==> config.mk <==
export PLATFORM = sky130hd
export DESIGN_NAME = alu_issue_ctrl
export DESIGN_NICKNAME = d
export VERILOG_FILES = /design/src/rtl/mips_pkg.sv /design/src/rtl/alu_decode.sv /design/src/rtl/alu_issue_ctrl.sv
export SDC_FILE = /design/constraint.sdc
export NUM_CORES = 1
export LEC_CHECK = 0
export ABC_CLOCK_PERIOD_IN_PS = 3750
export BUFFER_PORTS_ARGS = -buffer_cell sky130_fd_sc_hd__buf_2
export CAP_MARGIN = 20
export CORE_MARGIN = 4
export CORE_UTILIZATION = 39
export CTS_BUF_LIST = sky130_fd_sc_hd__clkbuf_2
export DETAILED_ROUTE_END_ITERATION = 8
export PLACE_DENSITY = 0.69
export RECOVER_POWER = 100
export SYNTH_ARGS = -nofsm -noshare
export SYNTH_HDL_FRONTEND = slang
export SYNTH_SLANG_ARGS = --single-unit
==> constraint.sdc <==
create_clock -name clk -period 3.75 [get_ports clk]
set_clock_uncertainty 0.1 [all_clocks]
set_input_delay 0.5625 -clock clk [delete_from_list [all_inputs] [get_ports clk]]
set_output_delay 0.5625 -clock clk [all_outputs]
set_load 0.05 [all_outputs]
==> src/rtl/mips_pkg.sv <==
// Shared MIPS constants: ALU op codes, opcode/funct encodings, issue FSM states.
package mips_pkg;

   // ALU control codes, shared with the ALU and its bench
   localparam logic [3:0] ALU_AND  = 4'b0000;
   localparam logic [3:0] ALU_OR   = 4'b0001;
   localparam logic [3:0] ALU_ADD  = 4'b0010;
   localparam logic [3:0] ALU_SLL  = 4'b0011;
   localparam logic [3:0] ALU_SLTU = 4'b0100;
   localparam logic [3:0] ALU_SUB  = 4'b0110;
   localparam logic [3:0] ALU_SLT  = 4'b0111;
   localparam logic [3:0] ALU_SRL  = 4'b1011;
   localparam logic [3:0] ALU_NOR  = 4'b1100;
   localparam logic [3:0] ALU_MUL  = 4'b1111;

   // Primary opcodes
   localparam logic [5:0] OP_RTYPE    = 6'h00;
   localparam logic [5:0] OP_BEQ      = 6'h04;
   localparam logic [5:0] OP_BNE      = 6'h05;
   localparam logic [5:0] OP_ADDI     = 6'h08;
   localparam logic [5:0] OP_ADDIU    = 6'h09;
   localparam logic [5:0] OP_SLTI     = 6'h0A;
   localparam logic [5:0] OP_SLTIU    = 6'h0B;
   localparam logic [5:0] OP_ANDI     = 6'h0C;
   localparam logic [5:0] OP_ORI      = 6'h0D;
   localparam logic [5:0] OP_SPECIAL2 = 6'h1C;
   localparam logic [5:0] OP_LW       = 6'h23;
   localparam logic [5:0] OP_SW       = 6'h2B;

   // R-type / SPECIAL2 function codes
   localparam logic [5:0] F_SLL  = 6'h00;
   localparam logic [5:0] F_SRL  = 6'h02;
   localparam logic [5:0] F_MUL  = 6'h02;
   localparam logic [5:0] F_ADD  = 6'h20;
   localparam logic [5:0] F_ADDU = 6'h21;
   localparam logic [5:0] F_SUB  = 6'h22;
   localparam logic [5:0] F_SUBU = 6'h23;
   localparam logic [5:0] F_AND  = 6'h24;
   localparam logic [5:0] F_OR   = 6'h25;
   localparam logic [5:0] F_NOR  = 6'h27;
   localparam logic [5:0] F_SLT  = 6'h2A;
   localparam logic [5:0] F_SLTU = 6'h2B;

   typedef enum logic [1:0] {
      S_IDLE = 2'd0,
      S_WAIT = 2'd1,
      S_DONE = 2'd2
   } issue_state_t;

endpackage

==> src/rtl/alu_decode.sv <==
// Combinational decode of a MIPS instruction into ALU operands and control.
module alu_decode
   import mips_pkg::*;
(
   input  logic [31:0] instr,
   input  logic [31:0] rs_val,
   input  logic [31:0] rt_val,
   output logic [31:0] a,
   output logic [31:0] b,
   output logic [3:0]  control,
   output logic [4:0]  shamt,
   output logic        illegal,
   output logic        is_beq,
   output logic        is_bne
);

   logic [5:0]  opcode;
   logic [5:0]  funct;
   logic [31:0] imm_sext;
   logic [31:0] imm_zext;
   // register specifiers are not needed: operand values arrive pre-read
   logic        unused_reg_fields;

   assign opcode            = instr[31:26];
   assign funct             = instr[5:0];
   assign imm_sext          = {{16{instr[15]}}, instr[15:0]};
   assign imm_zext          = {16'h0000, instr[15:0]};
   assign unused_reg_fields = ^instr[25:16];

   // Opcode/funct to operand selection and ALU code; unknown encodings flag illegal
   always_comb begin
      a       = rs_val;
      b       = rt_val;
      control = ALU_ADD;
      shamt   = 5'd0;
      illegal = 1'b0;
      is_beq  = 1'b0;
      is_bne  = 1'b0;
      case (opcode)
         OP_RTYPE: begin
            case (funct)
               F_ADD, F_ADDU: control = ALU_ADD;
               F_SUB, F_SUBU: control = ALU_SUB;
               F_AND:         control = ALU_AND;
               F_OR:          control = ALU_OR;
               F_NOR:         control = ALU_NOR;
               F_SLT:         control = ALU_SLT;
               F_SLTU:        control = ALU_SLTU;
               F_SLL: begin
                  control = ALU_SLL;
                  shamt   = instr[10:6];
               end
               F_SRL: begin
                  control = ALU_SRL;
                  shamt   = instr[10:6];
               end
               default:       illegal = 1'b1;
            endcase
         end
         OP_SPECIAL2: begin
            if (funct == F_MUL) control = ALU_MUL;
            else                illegal = 1'b1;
         end
         OP_ADDI, OP_ADDIU, OP_LW, OP_SW: begin
            b       = imm_sext;
            control = ALU_ADD;
         end
         OP_SLTI: begin
            b       = imm_sext;
            control = ALU_SLT;
         end
         OP_SLTIU: begin
            b       = imm_sext;
            control = ALU_SLTU;
         end
         OP_ANDI: begin
            b       = imm_zext;
            control = ALU_AND;
         end
         OP_ORI: begin
            b       = imm_zext;
            control = ALU_OR;
         end
         OP_BEQ: begin
            control = ALU_SUB;
            is_beq  = 1'b1;
         end
         OP_BNE: begin
            control = ALU_SUB;
            is_bne  = 1'b1;
         end
         default: illegal = 1'b1;
      endcase
   end

endmodule

==> src/rtl/alu_issue_ctrl.sv <==
// Issues one instruction to a slow combinational ALU, waits a fixed settle
// time, captures the result and returns it over a valid/ready response.
module alu_issue_ctrl
   import mips_pkg::*;
#(
   parameter int SETTLE_CYCLES = 12
) (
   input  logic        clk,
   input  logic        rst_n,
   input  logic        in_valid,
   output logic        in_ready,
   input  logic [31:0] instr,
   input  logic [31:0] rs_val,
   input  logic [31:0] rt_val,
   output logic [31:0] alu_a,
   output logic [31:0] alu_b,
   output logic [3:0]  alu_control,
   output logic [4:0]  alu_shamt,
   input  logic [31:0] alu_result,
   input  logic        alu_zero,
   output logic        out_valid,
   input  logic        out_ready,
   output logic [31:0] out_result,
   output logic        out_zero,
   output logic        out_illegal,
   output logic        out_branch_taken
);

   localparam int CNT_W = $clog2(SETTLE_CYCLES + 1);

   issue_state_t     state;
   logic [CNT_W-1:0] cnt;
   logic             beq_q;
   logic             bne_q;

   logic [31:0] dec_a;
   logic [31:0] dec_b;
   logic [3:0]  dec_control;
   logic [4:0]  dec_shamt;
   logic        dec_illegal;
   logic        dec_beq;
   logic        dec_bne;

   alu_decode u_decode (
      .instr   (instr),
      .rs_val  (rs_val),
      .rt_val  (rt_val),
      .a       (dec_a),
      .b       (dec_b),
      .control (dec_control),
      .shamt   (dec_shamt),
      .illegal (dec_illegal),
      .is_beq  (dec_beq),
      .is_bne  (dec_bne)
   );

   assign in_ready = (state == S_IDLE);

   // Issue FSM: accept, settle countdown, capture, hold response until taken.
   // out_valid trails entry into DONE by one clock so the response appears
   // SETTLE_CYCLES+1 edges after acceptance (one edge for illegal ops).
   always_ff @(posedge clk or negedge rst_n) begin
      if (!rst_n) begin
         state            <= S_IDLE;
         cnt              <= '0;
         beq_q            <= 1'b0;
         bne_q            <= 1'b0;
         alu_a            <= '0;
         alu_b            <= '0;
         alu_control      <= '0;
         alu_shamt        <= '0;
         out_valid        <= 1'b0;
         out_result       <= '0;
         out_zero         <= 1'b0;
         out_illegal      <= 1'b0;
         out_branch_taken <= 1'b0;
      end else begin
         case (state)
            S_IDLE: begin
               if (in_valid) begin
                  if (dec_illegal) begin
                     // ALU inputs left untouched: nothing to compute
                     out_illegal      <= 1'b1;
                     out_result       <= '0;
                     out_zero         <= 1'b0;
                     out_branch_taken <= 1'b0;
                     state            <= S_DONE;
                  end else begin
                     alu_a       <= dec_a;
                     alu_b       <= dec_b;
                     alu_control <= dec_control;
                     alu_shamt   <= dec_shamt;
                     beq_q       <= dec_beq;
                     bne_q       <= dec_bne;
                     cnt         <= CNT_W'(SETTLE_CYCLES - 1);
                     state       <= S_WAIT;
                  end
               end
            end
            S_WAIT: begin
               if (cnt == '0) begin
                  out_result       <= alu_result;
                  out_zero         <= alu_zero;
                  out_illegal      <= 1'b0;
                  out_branch_taken <= (beq_q & alu_zero) | (bne_q & ~alu_zero);
                  state            <= S_DONE;
               end else begin
                  cnt <= cnt - CNT_W'(1);
               end
            end
            S_DONE: begin
               if (out_valid && out_ready) begin
                  out_valid <= 1'b0;
                  state     <= S_IDLE;
               end else begin
                  out_valid <= 1'b1;
               end
            end
            default: state <= S_IDLE;
         endcase
      end
   end

endmodule

* After elaboration in Yosys (flattened, before gate mapping)
Index checks and enable logic that the tools add are counted.
Word-level totals: register bits 117, input bits 133
Cells by class: add/subtract/negate cells 1, equality and inequality tests 29, multiplexer cells 35, bitwise logic cells 5, reductions and logical operators 17
Operators with widths (count):
- $pmux W32 S2 | 2
- $mux W32 | 3
- $eq A6 B6 Y1 const B | 11
- $eq A6 B4 Y1 const B | 6
- $pmux W4 S8 | 1
- $pmux W4 S7 | 1
- $mux W4 | 4
- $eq A6 B3 Y1 const B | 2
- $logic_not A6 Y1 | 2
- $mux W1 | 12
- $reduce_or A11 Y1 | 1
- $mux W5 | 2
- $ne A2 B2 Y1 const B | 5
- $reduce_or A10 Y1 | 1
- $mux W2 | 4
- $pmux W4 S2 | 1
- $reduce_and A4 Y1 | 2
- $reduce_or A2 Y1 | 4
- $eq A6 B2 Y1 const B | 1
- $eq A6 B5 Y1 const B | 1
- $pmux W1 S2 | 3
- $pmux W2 S3 | 1
- $reduce_and A3 Y1 | 2
- $reduce_or A6 Y1 | 1
- 12 further kinds | 14

* Logic depth before layout (Yosys ltp)
Gate-level depths: netlist (run 1).
depth after elaboration 7, depth in mapped cells 10

* Modules after synthesis
From an unflattened synthesis (run 1), not the netlist that was laid out.
Second synthesis, totals: cell total of the unflattened synthesis 512, area, all modules 5756.8 µm²
By module, submodules not included:
- alu_issue_ctrl | instances 1, cells an instance 357, area an instance 4639.4 µm²
- alu_decode | instances 1, cells an instance 155, area an instance 1117.3 µm²

* Least setup slack after synthesis (run 1)
No wires, ideal clock.
path kind input to register, start in instr[2], end reg alu_a[0], data arrival time 2.382 ns, required time 3.523 ns, path slack 1.140 ns, stages on the path 9, path buffers 4, cell sequence buf_2 > or4_4 > o211ai_2 > and2b_1 > buf_4 > and3_1 > buf_6 > buf_6 > mux2_1
On the way: word-level cells in the longest chain between the ends 6, elaborated cells between the ends (all ways) 17, classes of those cells eq/ne: 10; mux: 3; bitwise: 1; reduce/logical: 3
Ends and longest elaborated chain:
- from (decl) | line alu_issue_ctrl.sv:12 | input logic [31:0] instr,
- $eq A6 B6 Y1, or another cell as far along | line alu_decode.sv:41 | case (funct)
- $reduce_or A11 Y1 (no line)
- $mux W1 | line alu_decode.sv:41
- $pmux W1 S3 (*) | line alu_decode.sv:39 | case (opcode)
- $not A1 Y1 (no line) (*)
- $reduce_and A3 Y1 (no line) (*)
- to (signal assigned) | line alu_issue_ctrl.sv:68 | alu_a <= '0;
- to (signal assigned) | line alu_issue_ctrl.sv:89 | alu_a <= dec_a;
- to (decl) | line alu_issue_ctrl.sv:15 | output logic [31:0] alu_a,
Every way passes the cells marked *; elsewhere a longest branch is shown, timed or not. A chain may end at the register's enable or synchronous reset.

* Final worst setup path (run 1)
start in instr[0], end reg alu_b[16]
On the way: word-level cells in the longest chain between the ends 6, elaborated cells between the ends (all ways) 17, classes of those cells eq/ne: 10; mux: 3; bitwise: 1; reduce/logical: 3
Ends and longest elaborated chain:
- $eq A6 B6 Y1, or another cell as far along | line alu_decode.sv:41
- $reduce_or A11 Y1 (no line)
- $mux W1 | line alu_decode.sv:41
- $pmux W1 S3 (*) | line alu_decode.sv:39
- $not A1 Y1 (no line) (*)
- $reduce_and A3 Y1 (no line) (*)
- to (signal assigned) | line alu_issue_ctrl.sv:69 | alu_b <= '0;
- to (signal assigned) | line alu_issue_ctrl.sv:90 | alu_b <= dec_b;
- to (decl) | line alu_issue_ctrl.sv:16 | output logic [31:0] alu_b,
Marks and branches as above.

==> flow_summary.yaml, run 1 <==
detailed_routing:
  routedWlPerCell_microns: 15.82
  drt-met1-wl_mm: 6.351
  drc_errors: 0
  drt_iter0_markers: 232
  ant_nets: 0
  wl_mm: 15.56
  drt_pass1_iterations: 4
  top_layer_used: "met4"
  met3_length_mm: 1.108
  vias_per_cell: 4.975
  met2WireLength_mm: 7.713
  via_count: 4895
critical_path:
  cp-end-kind: "flip-flop"
  required_ps: 4210
  cp_cell_sequence: "buf_2 > or4_4 > o211ai_2 > and2b_1 > and3_4 > clkbuf_1 > mux2i_1"
  path_class: "primary input to flip-flop"
  cp_data_arrival_time_ps: 3400
  start_kind: "primary input"
  slowest_stage: "clkbuf_1"
  max_stage_delay_ps: 920
  cp_max_fo: 32
place:
  gp_congestion: 0.8154
  place_area_sq_um: 6636
  dp_cells: 881
  hpwl_mm: 10.55
  io_buffer_count: 232
yosys:
  synth_cell_types: 44
  syn_area_sq_um: 5309
  synth_seq_cells: 117
  yosysWarnings: 0
  syn-mean-instance-area_sq_um: 10.64
  synthArstFlopShare_pct: 100.0
  synth-xor-area-share_pct: 0.1650
  synthAdderAreaFrac_pct: 0.4714
  yosys.area_share.simple_pct: 11.05
  synth_edf_count: 0
  muxShareOfSynthArea_pct: 15.20
  synth_nets: 634
  syn-instance-count: 499
  seq_area_frac_synth_pct: 55.15
  synth_top_family_by_area: "multiplexers"
  synth-main-ff-cell: "dfrtp_1"
  synth_compound_area_share_pct: 12.14
layout:
  drive_above_1_share_pct: 19.98
  fin_cells: 984
  area_delta_synth_final_pct: 38.96
  layout_common_cells: "buf_2, dfrtp_1, clkbuf_1"
  nets: 931
  final_area_sq_um: 7377
  final_common_cell: "buf_2"
sta:
  hold_viol_final: 0
  tns_ps: 0
  setup_viol: 0
  final-max-slew-violation-count: 68
  fin_crit_sh_pct: 78.17
  maxSlewHeadroom_pct: -17.46
  timing.final.crit_period_ps: 2931
  fmax_ghz: 0.3411
  grt_setup_unrepaired: "no"
  worst_hold_slack_ps: 101.5
  tightest_slew_ps: 1762
clock_tree:
  clock_latency_ps: 630
  clk_pin_slew_ps: 150
  numCtsBuffers: 17
  cts_tree: "built"
  htree_levels: 4
  cts_sinks: 117
  clockBufferDepth: 2
  cts.repair.resized: 0
  root_buffer: "clkbuf_2"
pwr:
  p_leak_nw: 3.399
  vdd_drop_max_uv: 569.2
  power_density_nw_per_um2: 678.0
status:
  status: "complete, but fails checks"
  violations: "max-capacitance violations, max-slew violations"
flow_run:
  cap_viol_max_count: 1
global_routing:
  grt_max_degree: 69
  grt_pass1_vias: 5064
  overflow: 0
  grt_pass1_wl_mm: 25.39
  track_usage_pct: 20.04
  antenna_found_initial: 2
die:
  fp.dieArea_sq_um: 15540
  core_sq_um: 13300
  io_pins: 243
  die_x_microns: 124.7
  rows: 42
  dieHeight_microns: 124.7
  start_util_pct: 39.93
worst_hold_path:
  min_path_type: "primary input to flip-flop"
-- Yosys cell counts, types with 4 or more instances --
cell type / n / area share [%]
o21ai_0: 37 / 3.5
a31oi_1: 20 / 2.4
buf_6: 9 / 1.9
nor2_1: 12 / 0.85
mux2i_1: 39 / 7.4
nor2b_1: 6 / 0.71
dfrtp_1: 117 / 55
a21oi_1: 38 / 3.6
nand2_1: 84 / 5.9
inv_1: 25 / 1.8
mux2_1: 37 / 7.8
clkbuf_1: 20 / 1.4
nand2b_1: 5 / 0.59
buf_2: 4 / 0.38
-- what timing repair did --
action / 4_1_cts / 5_1_grt
hold endpoints to repair: 138 / 0
setup endpoints to repair: 0 / 0
hold buffers: 72 / 0
buffers inserted: 0 / 0
-- report_power, final --
| part | internal, W | switching [W] | leakage, nW |
|---|---|---|---|
| clock | 0.000217 | 0.000424 | 0.114 |
| sequential | 0.00166 | 0.000237 | 1.46 |
| combinational | 0.000522 | 0.00194 | 1.83 |
| total | 0.00240 | 0.00260 | 3.40 |
-- sequential cells by signal (all words and copies together), names as in the netlist --
| register | flops |
|---|---|
| alu_a | 32 |
| alu_b | 32 |
| out_result | 32 |
| alu_shamt | 5 |
| alu_control | 4 |
| cnt | 4 |
| state | 2 |
| beq_q | 1 |
| bne_q | 1 |
| out_branch_taken | 1 |
| out_illegal | 1 |
| out_valid | 1 |
| out_zero | 1 |
-- area by class of cell --
| class | count | area [sq um] |
|---|---|---|
| repair buffers | 314 | 1857 |
| clock inverters | 10 | 67.56 |
| inverters | 25 | 93.84 |
| well taps | 176 | 220.2 |
| clock buffers | 19 | 95.09 |
| fillers | 1237 | 5918 |
| multi-input cells | 321 | 2111 |
| diodes | 2 | 5.005 |
| flip-flops and latches | 117 | 2928 |
-- stage by stage --
step                utilization (%)  power, W  worst slack (ps)
floorplan                         -  0.003758              1140
global placement              49.71  0.004376             778.9
detailed placement            49.92  0.004448             710.6
CTS                           56.56  0.005161              1417
global route                  55.49  0.005284             697.7
finish                        55.49  0.005001             818.6
-- kinds of logic (layout without fill, tap and decap cells) --
logic type | count (synthesis) | after routing
AO/OA/AOI/OAI | 112 | 112
XOR/XNOR | 1 | 1
adder cells (fa/ha/maj) | 2 | 2
buffers and inverters | 61 | 368
flip-flops | 117 | 117
multiplexers | 76 | 76
other | 0 | 2
AND/OR/NAND/NOR | 130 | 130
-- worst max-delay path, delay by kind of cell --
| family | cells | cell delay [ps] |
|---|---|---|
| AO/OA/AOI/OAI | 1 | 210 |
| buffers and inverters | 2 | 1080 |
| multiplexers | 1 | 290 |
| AND/OR/NAND/NOR | 3 | 1230 |
-- layer usage --
metal  track usage [%]  vias up
met5                 0        -
met4             8.511        0
met3             6.775       29
met2             33.94      187
met1             23.16     2359
li1                  -     2320
-- worst paths after layout --
kind / from / endpoint / slack [ps] / cells past startpoint
setup reg to reg: state[0] / alu_b[16] / 870 / 6
hold / removal: alu_zero / out_zero / 100 / 3
hold reg to reg: alu_control[2] / alu_control[2] / 400 / 1
min in group asynchronous: rst_n / out_result[15] / 810 / 2
max in group asynchronous: rst_n / alu_control[3] / 1690 / 2
setup / recovery: instr[0] / alu_b[16] / 820 / 7
Note: power is estimated with default switching activity, not from simulation.
==> inputs of run 2 (changes only) <==
ABC_AREA = 1   (was default)
ABC_CLOCK_PERIOD_IN_PS = 3000   (was 3750)
clock period = 3 ns   (was 3.75 ns; I/O delays follow)
==> run 2 against run 1 <==
  * Highest routed layer unchanged
  * Clock-buffer cell count grew 3
  * The flow still finishes with violations (max-capacitance violations, max-slew violations)
  * Utilization grew 3.7 points
  * First-iteration DRC count grew 39%
  * Worst hold slack lost 6.9 ps
  * Worst setup slack lost 550 ps
  * Critical path type unchanged
  * Combinational power grew 49%
  * Synthesized cell count grew 34%
  * Critical path depth grew 5
  * Sequential power grew 30%
  * Critical endpoint is now alu_a[1]
==> flow_summary.yaml, run 2 <==
yosys:
  synth_edf_count: 0
  syn-mean-instance-area_sq_um: 7.942
  syn_area_sq_um: 5298
  synth_seq_cells: 117
  synthTopCellsByCount: "nand2_1, dfrtp_1, nand3_1"
  yosys.cell_count.top_type: "nand2_1"
  syn-instance-count: 667
  synth-main-ff-cell: "dfrtp_1"
  synthArstFlopShare_pct: 100.0
  synth_cell_types: 28
  synth_nets: 802
  yosysWarnings: 0
  synth_top_area_cell: "dfrtp_1"
  synthTopCellsByArea: "dfrtp_1, nand2_1, nand3_1"
  seq_area_frac_synth_pct: 55.27
  netlist.area_leader.share_pct: 55.27
layout:
  layout_common_cells: "nand2_1, buf_2, dfrtp_1"
  area_delta_synth_final_pct: 48.49
  fillCellCount: 1231
  final_common_cell: "nand2_1"
  nets: 1148
  drive_above_1_share_pct: 17.15
  reg_top3: "alu_a (32), alu_b (32), out_result (32)"
sta:
  fmax_ghz: 0.3664
  maxSlewHeadroom_pct: -48.51
  tightest_slew_ps: 2228
  fin_crit_sh_pct: 90.99
  hold_viol_final: 0
  tns_ps: 0
  final-max-slew-violation-count: 42
  worst_hold_slack_ps: 94.59
  setup_viol: 0
  grt_setup_unrepaired: "no"
  timing.final.crit_period_ps: 2730
global_routing:
  grt_pass1_wl_mm: 28.30
  overflow: 0
  antenna_found_initial: 2
  track_usage_pct: 22.25
  grt_max_degree: 52
  grt_pass1_vias: 5654
detailed_routing:
  via_count: 5735
  wl_mm: 17.17
  drt_iter0_markers: 322
  routedWlPerCell_microns: 14.26
  drt_pass1_iterations: 5
  drc_errors: 0
  ant_nets: 0
  vias_per_cell: 4.763
pwr:
  vdd_drop_max_uv: 490.1
  p_total_w: 0.007269
  p_leak_nw: 4.169
  power_density_nw_per_um2: 924.1
die:
  io_pins: 243
  rows: 42
  die_x_microns: 124.6
  fp.dieArea_sq_um: 15510
  core_sq_um: 13300
  dieHeight_microns: 124.6
  start_util_pct: 39.85
critical_path:
  start_kind: "primary input"
  cp_top_family: "buffers and inverters"
  path_class: "primary input to flip-flop"
  max_stage_delay_ps: 790
  cp_data_arrival_time_ps: 3210
  worst-path-buf-inv: 5
  cp_max_fo: 51
  crit_top_cell: "nand2_1"
  cp_cell_sequence: "dlygate4sd3_1 > clkbuf_1 > nor2_2 > nand3_1 > nand2_1 > clkinv_1 > nand3_2 > nand4_4 > inv_1 > clkbuf_2 > nand2_1 > nand2_1"
  cp-end-kind: "flip-flop"
  slowest_stage: "clkbuf_2"
  required_ps: 3480
worst_hold_path:
  min_path_type: "primary input to flip-flop"
clock_tree:
  clockBufferDepth: 2
  clk_pin_slew_ps: 150
  htree_levels: 4
  clock_latency_ps: 650
  root_buffer: "clkbuf_2"
  cts.repair.resized: 0
  numCtsBuffers: 17
  post-cts-setup-buffer-count: 0
  cts_tree: "built"
  cts_hold_buf: 116
  cts_sinks: 117
place:
  hpwl_mm: 10.69
  io_buffer_count: 232
  gp_congestion: 0.8490
status:
  status: "complete, but fails checks"
  violations: "max-capacitance violations, max-slew violations"
flow_run:
  cap_viol_max_count: 1
==> run 2: changes by cell type after synthesis, sizes merged, moves of 7 or more <==
cell / previous run / this run
clkbuf: 20 / 10
a31oi: 20 / 0
nand2: 84 / 335
nor2: 12 / 30
nand3: 1 / 60
o21ai: 37 / 30
mux2: 37 / 0
mux2i: 39 / 0
a21oi: 38 / 18
==> run 2: cell families (layout without fill, tap and decap cells) <==
family                   count (synthesis)  after routing  synth area share, %
AND/OR/NAND/NOR                        435            435                33.51
buffers and inverters                   59            418                5.291
other                                    0              2                    0
AO/OA/AOI/OAI                           53             53                5.291
adder cells (fa/ha/maj)                  2              2               0.4723
flip-flops                             117            117                55.27
XOR/XNOR                                 1              1               0.1654
==> run 2: power by group <==
group	internal, W	switching [W]	total (W)	leakage (nW)
registers	0.00214	0.000328	0.00247	1.52
clock network	0.000560	0.000569	0.00113	0.165
logic	0.000718	0.00295	0.00367	2.48
==> run 2: worst paths after layout <==
path | start | end | slack [ps] | cells after the start
max in group asynchronous | rst_n | alu_b[4] | 540 | 3
setup / recovery | instr[30] | alu_a[1] | 270 | 12
min in group asynchronous | rst_n | alu_a[9] | 880 | 2
setup reg to reg | state[1] | alu_a[1] | 510 | 8
hold / removal | instr[15] | alu_b[15] | 90 | 5
hold reg to reg | out_result[24] | out_result[24] | 390 | 2
==> run 2: final cells by class <==
cell class | count | area [sq um] | area share [%]
Antenna cell | 2 | 5.005 | 0.06362
Clock buffer | 22 | 110.1 | 1.400
Clock inverter | 10 | 155.1 | 1.972
Inverter | 28 | 105.1 | 1.336
Multi-Input combinational cell | 491 | 2083 | 26.48
Sequential cell | 117 | 2928 | 37.22
Tap cell | 176 | 220.2 | 2.799
Timing Repair Buffer | 358 | 2260 | 28.73
==> run 2: through the flow <==
stage / cell area, sq um / setup slack (ps) / utilization, % / instances
4_1_cts: 8035 / 567.2 / 60.44 / 1202
3_5_place_dp: 6609 / 607.7 / 49.71 / 1054
2_1_floorplan: 5298 / 848.1 / - / 667
5_1_grt: 7866 / 136.3 / 59.17 / 1204
6_report: 7866 / 270.4 / 59.17 / 1204
3_3_place_gp: 6609 / 635.1 / 49.71 / 1054
==> run 2: worst reg2reg max path: stages (launching register included) <==
cell	delay, ps
dfrtp_1	460
nor2_1	210
nand2_1	70
inv_1	120
nand4_4	170
inv_1	80
clkbuf_2	790
nand2_1	280
nand2_1	130
==> run 2: metal layers <==
| metal | track usage, % | wire length (microns) |
|---|---|---|
| met1 | 26.43 | 7034 |
| met3 | 5.875 | 1022 |
| met5 | 0 | 0 |
| met2 | 38.33 | 8631 |
| met4 | 8.897 | 484 |
